[src/rtl/spi_cond_pkg.sv]
// Shared channel indices and per-channel reset levels for the SPI pin conditioner.
package spi_cond_pkg;

    localparam int unsigned CH_SCLK = 0;
    localparam int unsigned CH_CS   = 1;
    localparam int unsigned CH_MOSI = 2;
    localparam int unsigned NUM_CH  = 3;

    // Bit index = channel; cs idles high (deselected), sclk and mosi idle low.
    localparam logic [NUM_CH-1:0] COND_RST_VAL = 3'b010;

endpackage

[src/rtl/spi_cond_channel.sv]
// One conditioned pin: 2-flop synchronizer, optional debounce, registered edge pulses.
// Debounce counter is present only when SPI_COND_DEBOUNCE_EN is defined.
module spi_cond_channel #(
    parameter int unsigned WAIT_CYCLES = 3,
    parameter logic        RST_VAL     = 1'b0
) (
    input  logic clk,
    input  logic reset,
    input  logic pin,
    output logic cond,
    output logic pos,
    output logic neg
);

    if (WAIT_CYCLES < 1) begin : g_wait_range
        $error("spi_cond_channel: WAIT_CYCLES must be >= 1");
    end

    logic s1;
    logic s2;
    logic cond_nxt;

    // Sync flops reset to the idle level so leaving reset never looks like activity.
    always_ff @(posedge clk) begin
        if (reset) begin
            s1 <= RST_VAL;
            s2 <= RST_VAL;
        end else begin
            s1 <= pin;
            s2 <= s1;
        end
    end

`ifdef SPI_COND_DEBOUNCE_EN
    localparam int unsigned      CNT_W    = $clog2(WAIT_CYCLES + 1);
    localparam logic [CNT_W-1:0] CNT_LAST = CNT_W'(WAIT_CYCLES - 1);

    logic [CNT_W-1:0] cnt;
    logic [CNT_W-1:0] cnt_nxt;

    // Count consecutive cycles s2 disagrees with cond; any agreement restarts the count.
    always_comb begin
        cnt_nxt  = '0;
        cond_nxt = cond;
        if (s2 != cond) begin
            if (cnt == CNT_LAST) begin
                cond_nxt = s2;
            end else begin
                cnt_nxt = cnt + CNT_W'(1);
            end
        end
    end

    always_ff @(posedge clk) begin
        if (reset) begin
            cnt <= '0;
        end else begin
            cnt <= cnt_nxt;
        end
    end
`else
    always_comb begin
        cond_nxt = s2;
    end
`endif

    // Pulses are registered alongside cond so they line up with the new level.
    always_ff @(posedge clk) begin
        if (reset) begin
            cond <= RST_VAL;
            pos  <= 1'b0;
            neg  <= 1'b0;
        end else begin
            cond <= cond_nxt;
            pos  <= cond_nxt & ~cond;
            neg  <= ~cond_nxt & cond;
        end
    end

endmodule

[src/rtl/spi_input_conditioner.sv]
// Conditions raw SPI pins (sclk, cs, mosi) into clk-synchronous levels and edge pulses.
// Define SPI_COND_DEBOUNCE_EN to enable the WAIT_CYCLES debounce filter.
module spi_input_conditioner
    import spi_cond_pkg::*;
#(
    parameter int unsigned WAIT_CYCLES = 3
) (
    input  logic clk,
    input  logic reset,
    input  logic sclk_pin,
    input  logic cs_pin,
    input  logic mosi_pin,
    output logic sclk_cond,
    output logic sclk_pos,
    output logic sclk_neg,
    output logic cs_cond,
    output logic cs_neg,
    output logic cs_pos,
    output logic mosi_cond
);

    logic mosi_pos_unused;
    logic mosi_neg_unused;

    spi_cond_channel #(
        .WAIT_CYCLES (WAIT_CYCLES),
        .RST_VAL     (COND_RST_VAL[CH_SCLK])
    ) u_sclk (
        .clk   (clk),
        .reset (reset),
        .pin   (sclk_pin),
        .cond  (sclk_cond),
        .pos   (sclk_pos),
        .neg   (sclk_neg)
    );

    spi_cond_channel #(
        .WAIT_CYCLES (WAIT_CYCLES),
        .RST_VAL     (COND_RST_VAL[CH_CS])
    ) u_cs (
        .clk   (clk),
        .reset (reset),
        .pin   (cs_pin),
        .cond  (cs_cond),
        .pos   (cs_pos),
        .neg   (cs_neg)
    );

    // mosi is a pure level; its edge pulses have no consumer.
    spi_cond_channel #(
        .WAIT_CYCLES (WAIT_CYCLES),
        .RST_VAL     (COND_RST_VAL[CH_MOSI])
    ) u_mosi (
        .clk   (clk),
        .reset (reset),
        .pin   (mosi_pin),
        .cond  (mosi_cond),
        .pos   (mosi_pos_unused),
        .neg   (mosi_neg_unused)
    );

endmodule

[config.mk]
export PLATFORM = sky130hd
export DESIGN_NAME = spi_input_conditioner
export DESIGN_NICKNAME = d
export VERILOG_FILES = /design/src/rtl/spi_cond_pkg.sv /design/src/rtl/spi_cond_channel.sv /design/src/rtl/spi_input_conditioner.sv
export SDC_FILE = /design/constraint.sdc
export NUM_CORES = 1
export LEC_CHECK = 0
export ABC_AREA = 1
export CORE_AREA = 4 4 41 43
export CTS_BUF_LIST = sky130_fd_sc_hd__clkbuf_8
export CTS_CLUSTER_DIAMETER = 150
export DETAILED_ROUTE_END_ITERATION = 16
export DIE_AREA = 0 0 45 47
export PLACE_DENSITY = 0.6
export SLEW_MARGIN = 20
export SYNTH_ARGS = -nofsm -noshare
export SYNTH_HDL_FRONTEND = slang
export SYNTH_HIERARCHICAL = 1
export SYNTH_SLANG_ARGS = --single-unit
[constraint.sdc]
create_clock -name clk -period 0.8 [get_ports clk]
set_input_delay 0.16 -clock clk [delete_from_list [all_inputs] [get_ports clk]]
set_output_delay 0.16 -clock clk [all_outputs]
set_load 0.005 [all_outputs]
==> impl_results.md, run 1 <==
* Outcome: complete, but fails checks
* Failing checks: negative setup slack
* Largest stage delay on the critical path at 0.31 ns
* Finished Layout Cells at 73
* Fin crit share at 103%
* Worst Skew at 0.00147 ns
* Psw at 243 uW
* Final Power at 1.29 mW
* Initial Util at 28.3%
* Initial antenna violation count at 0
* Crit start category: flip-flop
* CTS tree: yes
* CTS root buf: clkbuf_8
* First-pass DRT Iterations at 2
* Hold Buf Count CTS at 0
* Slew HR at 93.3%
* Pre-CTS WS at -0.254 ns
* Clock Latency Late Sink at 0.23 ns
* Syn avg cell area at 9.43 sq um
* Detail Placement HPWL at 405 microns
* Wirelength per Cell at 7.16 microns
* Top-Level Pins at 12
* Routed vias/inst at 3.79
* Rows at 13
* Clock power frac at 42.1%
* Final setup fails at 3
* Clk slew on worst S/H paths at 0.05 ns
* Largest net degree at the start of global routing at 8
* Cell Pwr Density at 2380 mW/mm^2
* TritonCTS Sinks at 13
* Final WL at 523 microns
* Unrepaired setup endpoints after global routing: yes
* Max Fclk at 1220 MHz
* Worst path required time at 0.64 ns
* Die area at 0.00212 sq mm
* Critical-path cell list: buf_2
* Htree depth at 1
* Hold Path Class: input pin to flip-flop
* Setup ws final at -0.0212 ns
* Antenna cells at 0
* Met2 wire len at 251 microns
* CP bufs+invs at 1
* Combinational cell fraction of total power at 5.5%
* CP Max Fanout at 2
* Die Span X at 45 microns
* Wl on met1 at 199 microns
* Slowest-stage cell, CP: dfxtp_2
* Total number of yosys warnings at 6
* Internal power contribution at 1.05 mW
* Final hold slack at 0.348 ns
* Vias at 277
* Post-route ant nets at 0
* Highest routed layer: met4
* Postcts setup bufs at 0
* Reg power frac at 52.4%
* Global-route wire length before repair at 772 microns
* Setup TNS at -0.0549 ns
* Placed instance count at 69
* Met3 wire length at 68 microns
* Global Route Usage Sum at 5.65%
* Remaining DRCs at 0
* Net count after synthesis at 44
* GR Overflow Total at 0
* Port bufs at 11
* Reported max-cap violation count at 0
* CTS Buffer Depth at 2
* Critical path arrival at 0.66 ns
* Final Hold Fails at 0
* P&R area growth vs syn at 47.6%
* Fin nets at 64
* VDD IR max at 951 uV
* Post-synthesis cell count at 39
* Leakage at 0.296 nW
* Placer Congestion at 0.584
* Die Span Y at 47 microns
* Core Footprint at 0.00130 sq mm
* CP Capture Type: primary output
* CP Class: flip-flop to primary output
* Slew Limit Fails at 0
* Cell family with most CP delay: flip-flops
* Sw frac at 18.8%
* Slew @ Worst Pin at 0.0998 ns
* Initial drt markers at 3
* FILL cells at 145
* Vias in the first global route at 204
* Final min period at 0.821 ns
* Cell Area, Synth at 368 sq um
* Fraction of layout cells with a size suffix above 1 at 36.2%
* Num CTS Buffers at 3
==> final cells by class <==
type / count / area [sq um] / area share, %
Timing Repair Buffer: 15 / 108 / 19.8
Sequential cell: 13 / 264 / 48.6
Multi-Input combinational cell: 16 / 70.1 / 12.9
Clock inverter: 1 / 3.75 / 0.691
Inverter: 10 / 37.5 / 6.91
Tap cell: 15 / 18.8 / 3.46
Clock buffer: 3 / 41.3 / 7.60
==> state kept, by name, indices dropped and copies added, names as in the netlist <==
signal and cells:
u_sclk/neg 1, u_cs/s1 1, u_mosi/cond 1, u_cs/cond_nxt 1, u_mosi/cond_nxt 1, u_cs/neg 1, u_sclk/cond 1, u_cs/cond 1
u_sclk/pos 1, u_sclk/cond_nxt 1, u_mosi/s1 1, u_sclk/s1 1, u_cs/pos 1
==> timing repair <==
| item | in CTS | in global routing |
|---|---|---|
| gates resized for setup | 33 | 0 |
| endpoints found under the hold margin | 0 | 0 |
| setup endpoints to repair | 9 | 7 |
==> routing by layer <==
| layer | up-vias | track usage (%) |
|---|---|---|
| met2 | 12 | 7.91 |
| met1 | 117 | 5.81 |
| met3 | 2 | 3.45 |
| li1 | 146 | - |
| met5 | - | 0 |
| met4 | 0 | 5.26 |
==> layout by cell type (no fill, tap or decap), drive strengths merged <==
cell type / instances
nor2: 8
or2: 2
clkdlybuf4s50: 3
dlygate4sd2: 1
buf: 11
inv: 11
dfxtp: 13
nand2: 6
clkbuf: 3
==> path summary, 6_finish.rpt <==
path	startpoint	to	slack [ns]	depth (start not counted)
worst max register to register	u_sclk/cond	u_sclk/neg	0.16	3
worst max-delay path	u_sclk/cond	sclk_cond	-0.02	1
worst min-delay path	reset	u_mosi/s1	0.35	3
worst min register to register	u_mosi/s1	u_mosi/cond_nxt	0.40	2
==> through the flow <==
| step | util [%] | area (sq um) |
|---|---|---|
| floorplan | - | 368 |
| global placement | 40.5 | 527 |
| detailed placement | 40.5 | 527 |
| CTS | 41.7 | 543 |
| global route | 41.7 | 543 |
| finish | 41.7 | 543 |
==> power groups by stage <==
stage / Clock [mW] / Combinational [mW] / Sequential (mW)
finish: 0.545 / 0.0706 / 0.678
global route: 0.600 / 0.0780 / 0.680
CTS: 0.565 / 0.0721 / 0.678
detailed placement: 0 / 0.0792 / 0.692
global placement: 0 / 0.0775 / 0.691
floorplan: 0 / 0.0223 / 0.692
(Power assumes the default switching activity.)
==> inputs of run 2 (changes only) <==
Settings changed: HOLD_SLACK_MARGIN set to 0.15, RECOVER_POWER set to 50.
==> run 2 against run 1 <==
The flow still finishes with violations (negative setup slack). Via count unchanged. Sequential cell count unchanged. Sequential share of layout area stayed put. Clock power hardly changed. Die area did not move. Register-to-register slack about the same. Critical path depth did not move. Setup slack did not move. Largest cell class unchanged. Highest routed layer unchanged.
==> impl_results.md, run 2 (synthesized netlist as in run 1, its figures left out) <==
* Unrepaired setup endpoints after global routing: yes
* Htree depth at 1
* FILL cells at 145
* Fin crit share at 103%
* Rows at 13
* Detail Placement HPWL at 405 microns
* Initial antenna violation count at 0
* TritonCTS Sinks at 13
* Clock Latency Late Sink at 0.23 ns
* Vias in the first global route at 204
* Die area at 0.00212 sq mm
* Hold Buf Count CTS at 0
* P&R area growth vs syn at 47.6%
* Core Footprint at 0.00130 sq mm
* Largest stage delay on the critical path at 0.31 ns
* Final WL at 523 microns
* Port bufs at 11
* Psw at 243 uW
* Top-Level Pins at 12
* Initial drt markers at 3
* Outcome: complete, but fails checks
* Sw frac at 18.8%
* Num CTS Buffers at 3
* Remaining DRCs at 0
* Clk slew on worst S/H paths at 0.05 ns
* Largest net degree at the start of global routing at 8
* Fin nets at 64
* CP Class: flip-flop to primary output
* CTS tree: yes
* GR Overflow Total at 0
* Reg2Reg Setup Slack at 0.16 ns
* Global Route Usage Sum at 5.65%
* Worst path required time at 0.64 ns
* Slew HR at 93.3%
* Placer Congestion at 0.584
* Global-route wire length before repair at 772 microns
* Clock power frac at 42.2%
* Die Span X at 45 microns
* Die Span Y at 47 microns
* Crit start category: flip-flop
* Vias at 277
* Worst Skew at 0.00147 ns
* Most common cell after layout, fill and taps aside: dfxtp_1
* Failing checks: negative setup slack
* Leakage at 0.297 nW
* Fraction of layout cells with a size suffix above 1 at 36.2%
* Antenna cells at 0
* Postcts setup bufs at 0
* Reg power frac at 52.5%
* Slew Limit Fails at 0
* Post-route ant nets at 0
* First-pass DRT Iterations at 2
* CTS root buf: clkbuf_8
* Final Hold Fails at 0
* Cell family with most CP delay: flip-flops
* Most frequent cells in the layout: 10 x dfxtp_1, 9 x inv_1, 8 x nor2_1
* CP Capture Type: primary output
* Post-cts resize count at 33
* Final setup fails at 3
* Internal power contribution at 1.05 mW
* Wirelength per Cell at 7.16 microns
* Reported max-cap violation count at 0
* Critical path arrival at 0.66 ns
* Slew @ Worst Pin at 0.0998 ns
* CP Max Fanout at 2
* Final Power at 1.29 mW
* Slowest-stage cell, CP: dfxtp_2
* CTS Buffer Depth at 2
* Cell Pwr Density at 2380 mW/mm^2
* CP bufs+invs at 1
* Final design utilization at 41.7%
* Max Fclk at 1220 MHz
* Hold Path Class: input pin to flip-flop
* Initial Util at 28.3%
* Critical-path cell list: buf_2
* Setup ws final at -0.0212 ns
* VDD IR max at 951 uV
* Routed vias/inst at 3.79
* Final min period at 0.821 ns
* Combinational cell fraction of total power at 5.3%
* Pre-CTS WS at -0.254 ns
[run 2: cell count changes in the layout (fill, tap and decap cells not counted)]
cell and delta:
dlygate4sd3_1 +2, clkdlybuf4s50_1 -2
[run 2: worst paths after layout]
check | cells past startpoint | to | startpoint
hold reg to reg | 2 | u_mosi/cond_nxt | u_mosi/s1
setup / recovery | 1 | sclk_cond | u_sclk/cond
hold / removal | 3 | u_mosi/s1 | reset
setup reg to reg | 3 | u_sclk/neg | u_sclk/cond
[run 2: layer usage]
| metal | part of all wire (%) | vias to the layer above | track usage (%) | wire length [microns] |
|---|---|---|---|---|
| met5 | 0 | - | 0 | 0 |
| met4 | 0.76 | 0 | 5.26 | 4 |
| met3 | 13 | 2 | 3.45 | 68 |
| met2 | 48 | 12 | 7.91 | 251 |
| met1 | 38 | 117 | 5.81 | 199 |
| li1 | - | 146 | - | - |
[run 2: area by class of cell]
type	instances	area, sq um	area share [%]
repair buffers	15	108	19.8
clock inverters	1	3.75	0.691
inverters	10	37.5	6.91
clock buffers	3	41.3	7.60
well taps	15	18.8	3.46
multi-input cells	16	70.1	12.9
flip-flops and latches	13	264	48.6
[run 2: power groups by stage]
| stage | clock network [mW] | registers [mW] | logic, mW |
|---|---|---|---|
| after global placement | 0 | 0.691 | 0.0775 |
| after floorplan | 0 | 0.692 | 0.0223 |
| after CTS | 0.565 | 0.678 | 0.0721 |
| after detailed placement | 0 | 0.692 | 0.0792 |
| after global routing | 0.600 | 0.680 | 0.0760 |
| final | 0.545 | 0.678 | 0.0686 |
[run 2: metrics by stage]
stage | TNS [ns] | instances | hold slack [ns] | instance area [sq um]
6_report | -0.0549 | 73 | 0.348 | 543
5_1_grt | -0.219 | 73 | 0.361 | 543
4_1_cts | -0.106 | 73 | 0.345 | 543
3_5_place_dp | -3.59 | 69 | 0.393 | 527
3_3_place_gp | -3.49 | 69 | 0.390 | 527
2_1_floorplan | 0 | 39 | 0.231 | 368
==> inputs of run 3 (changes only) <==
Settings changed: CELL_PAD_IN_SITES_DETAIL_PLACEMENT set to 1, CELL_PAD_IN_SITES_GLOBAL_PLACEMENT set to 1, PLACE_DENSITY 0.6 to 0.75.
==> run 3 against run 2 <==
Critical path type unchanged. Largest power group unchanged. Count of clock-buffer cells in the layout unchanged. Highest routed layer unchanged. Setup slack worse by 0.0049 ns. The flow still finishes with violations (negative setup slack). Critical endpoint unchanged. Global-route usage grew 1.8 points.
==> impl_results.md, run 3 (synthesized netlist as in run 1, its figures left out) <==
* FF-to-FF path depth at 4
* Initial drt markers at 6
* Die Span Y at 47 microns
* CP bufs+invs at 1
* Final Power at 1.31 mW
* Core Footprint at 0.00130 sq mm
* Fin nets at 66
* WHS Path Cells at 1
* Reg power frac at 51.9%
* Die area at 0.00212 sq mm
* Outcome: complete, but fails checks
* Remaining DRCs at 0
* Max Fclk at 1210 MHz
* CTS root buf: clkbuf_8
* Reported max-cap violation count at 0
* Final min period at 0.826 ns
* Detail Placement HPWL at 450 microns
* Area of the multi-input gates at 70.1 sq um
* Reg2Reg Setup Slack at 0.04 ns
* Launch point of the worst hold path: u_cs/s1
* Placer Congestion at 0.572
* FILL cells at 161
* Cell family with most CP delay: flip-flops
* Reg-to-reg startpoint: u_cs/cond
* Crit start category: flip-flop
* Port bufs at 11
* Reg2reg end: u_cs/neg
* Clock power frac at 42.7%
* Clk slew on worst S/H paths at 0.05 ns
* Cell Pwr Density at 2390 mW/mm^2
* Final WL at 673 microns
* Wirelength per Cell at 8.97 microns
* Fraction of layout cells with a size suffix above 1 at 33.3%
* CTS tree: yes
* Sw frac at 19.7%
* Global-route wire length before repair at 1000 microns
* Unrepaired setup endpoints after global routing: yes
* CP Capture Type: primary output
* Slew @ Worst Pin at 0.230 ns
* Failing checks: negative setup slack
* Reg area at 263 sq um
* Largest net degree at the start of global routing at 8
* Final setup fails at 5
* Clock Latency Late Sink at 0.24 ns
* Most frequent cells in the layout: 11 x dfxtp_1, 9 x inv_1, 8 x nor2_1
* Internal power contribution at 1.05 mW
* Routed vias/inst at 3.93
* Die Span X at 45 microns
* Post-route ant nets at 0
* CP Class: flip-flop to primary output
* Slew Limit Fails at 0
* Vias in the first global route at 254
* Final design utilization at 41.9%
* Worst Skew at 0.00238 ns
* VDD IR max at 1350 uV
* Largest stage delay on the critical path at 0.31 ns
* CTS Buffer Depth at 2
* TritonCTS Sinks at 13
* Initial antenna violation count at 0
* Hold Path End: u_cs/cond_nxt
* GR Overflow Total at 0
* Rows at 13
* Top-Level Pins at 12
* Global Route Usage Sum at 7.47%
* Antenna cells at 0
* Htree depth at 1
* Final Hold Fails at 0
* Vias at 295
* Setup ws final at -0.0261 ns
* Num CTS Buffers at 3
* Slew HR at 84.7%
* Psw at 258 uW
* Combinational cell fraction of total power at 5.4%
* Leakage at 0.297 nW
* First-pass DRT Iterations at 4
* Initial Util at 28.3%
* Fin crit share at 103%
* P&R area growth vs syn at 48.3%
* Hold Path Class: flip-flop to flip-flop
* Critical-path cell list: buf_2
* Most common cell after layout, fill and taps aside: dfxtp_1
* Worst path required time at 0.64 ns
* CP Max Fanout at 2
* Critical path arrival at 0.67 ns
* Slowest-stage cell, CP: dfxtp_2
## run 3: changes by cell type in the layout (fill, tap and decap cells not counted)
cell and change:
clkbuf_1 +2, clkdlybuf4s50_1 +2, dlygate4sd3_1 -2, buf_4 +1, buf_6 -1, dfxtp_1 +1, dfxtp_2 -1
## run 3: power by group through the flow
stage | Combinational, mW | Sequential, mW | Clock [mW]
after floorplan | 0.0223 | 0.692 | 0
after global placement | 0.0738 | 0.691 | 0
after detailed placement | 0.0771 | 0.692 | 0
after CTS | 0.0772 | 0.678 | 0.581
after global routing | 0.0788 | 0.679 | 0.629
final | 0.0706 | 0.678 | 0.557
## run 3: cell type report
| class | count | area share [%] |
|---|---|---|
| clock buffer | 3 | 7.57 |
| tap | 15 | 3.44 |
| inverter | 10 | 6.88 |
| sequential | 13 | 48.2 |
| multi-input combinational | 16 | 12.8 |
| timing repair buffer | 17 | 20.4 |
| clock inverter | 1 | 0.688 |
## run 3: metrics by stage
stage	TNS [ns]	hold WS [ns]	cell area, sq um	std cells	setup slack [ns]
after detailed placement	-3.73	0.398	519	68	-0.280
after global placement	-3.39	0.387	519	68	-0.256
after floorplan	0	0.231	368	39	0.227
final	-0.0571	0.409	546	75	-0.0261
after global routing	-0.281	0.422	546	75	-0.0536
after CTS	-0.119	0.374	554	75	-0.0340
## run 3: how the worst max path moves through the flow
stage          cells after the start  slack (ns)            end         from
2_1_floorplan                      1        0.23  u_cs/cond_nxt      u_cs/s1
3_3_place_gp                       3       -0.26  u_cs/cond_nxt        reset
3_5_place_dp                       3       -0.28  u_cs/cond_nxt        reset
4_1_cts                            1       -0.03      sclk_cond  u_sclk/cond
5_1_grt                            1       -0.05      sclk_cond  u_sclk/cond
6_report                           1       -0.03      sclk_cond  u_sclk/cond
## run 3: repair_timing
action,4_1_cts,5_1_grt
buffers inserted,2,0
endpoints found under the setup margin,10,7
hold buffers,0,0
cloned,1,0
gates resized for setup,32,0
## run 3: layer usage
metal  global-route usage (%)  wire length (microns)
met5                        0                      0
met4                     8.77                     23
met3                     4.60                     69
met2                     10.7                    325
met1                     6.71                    255
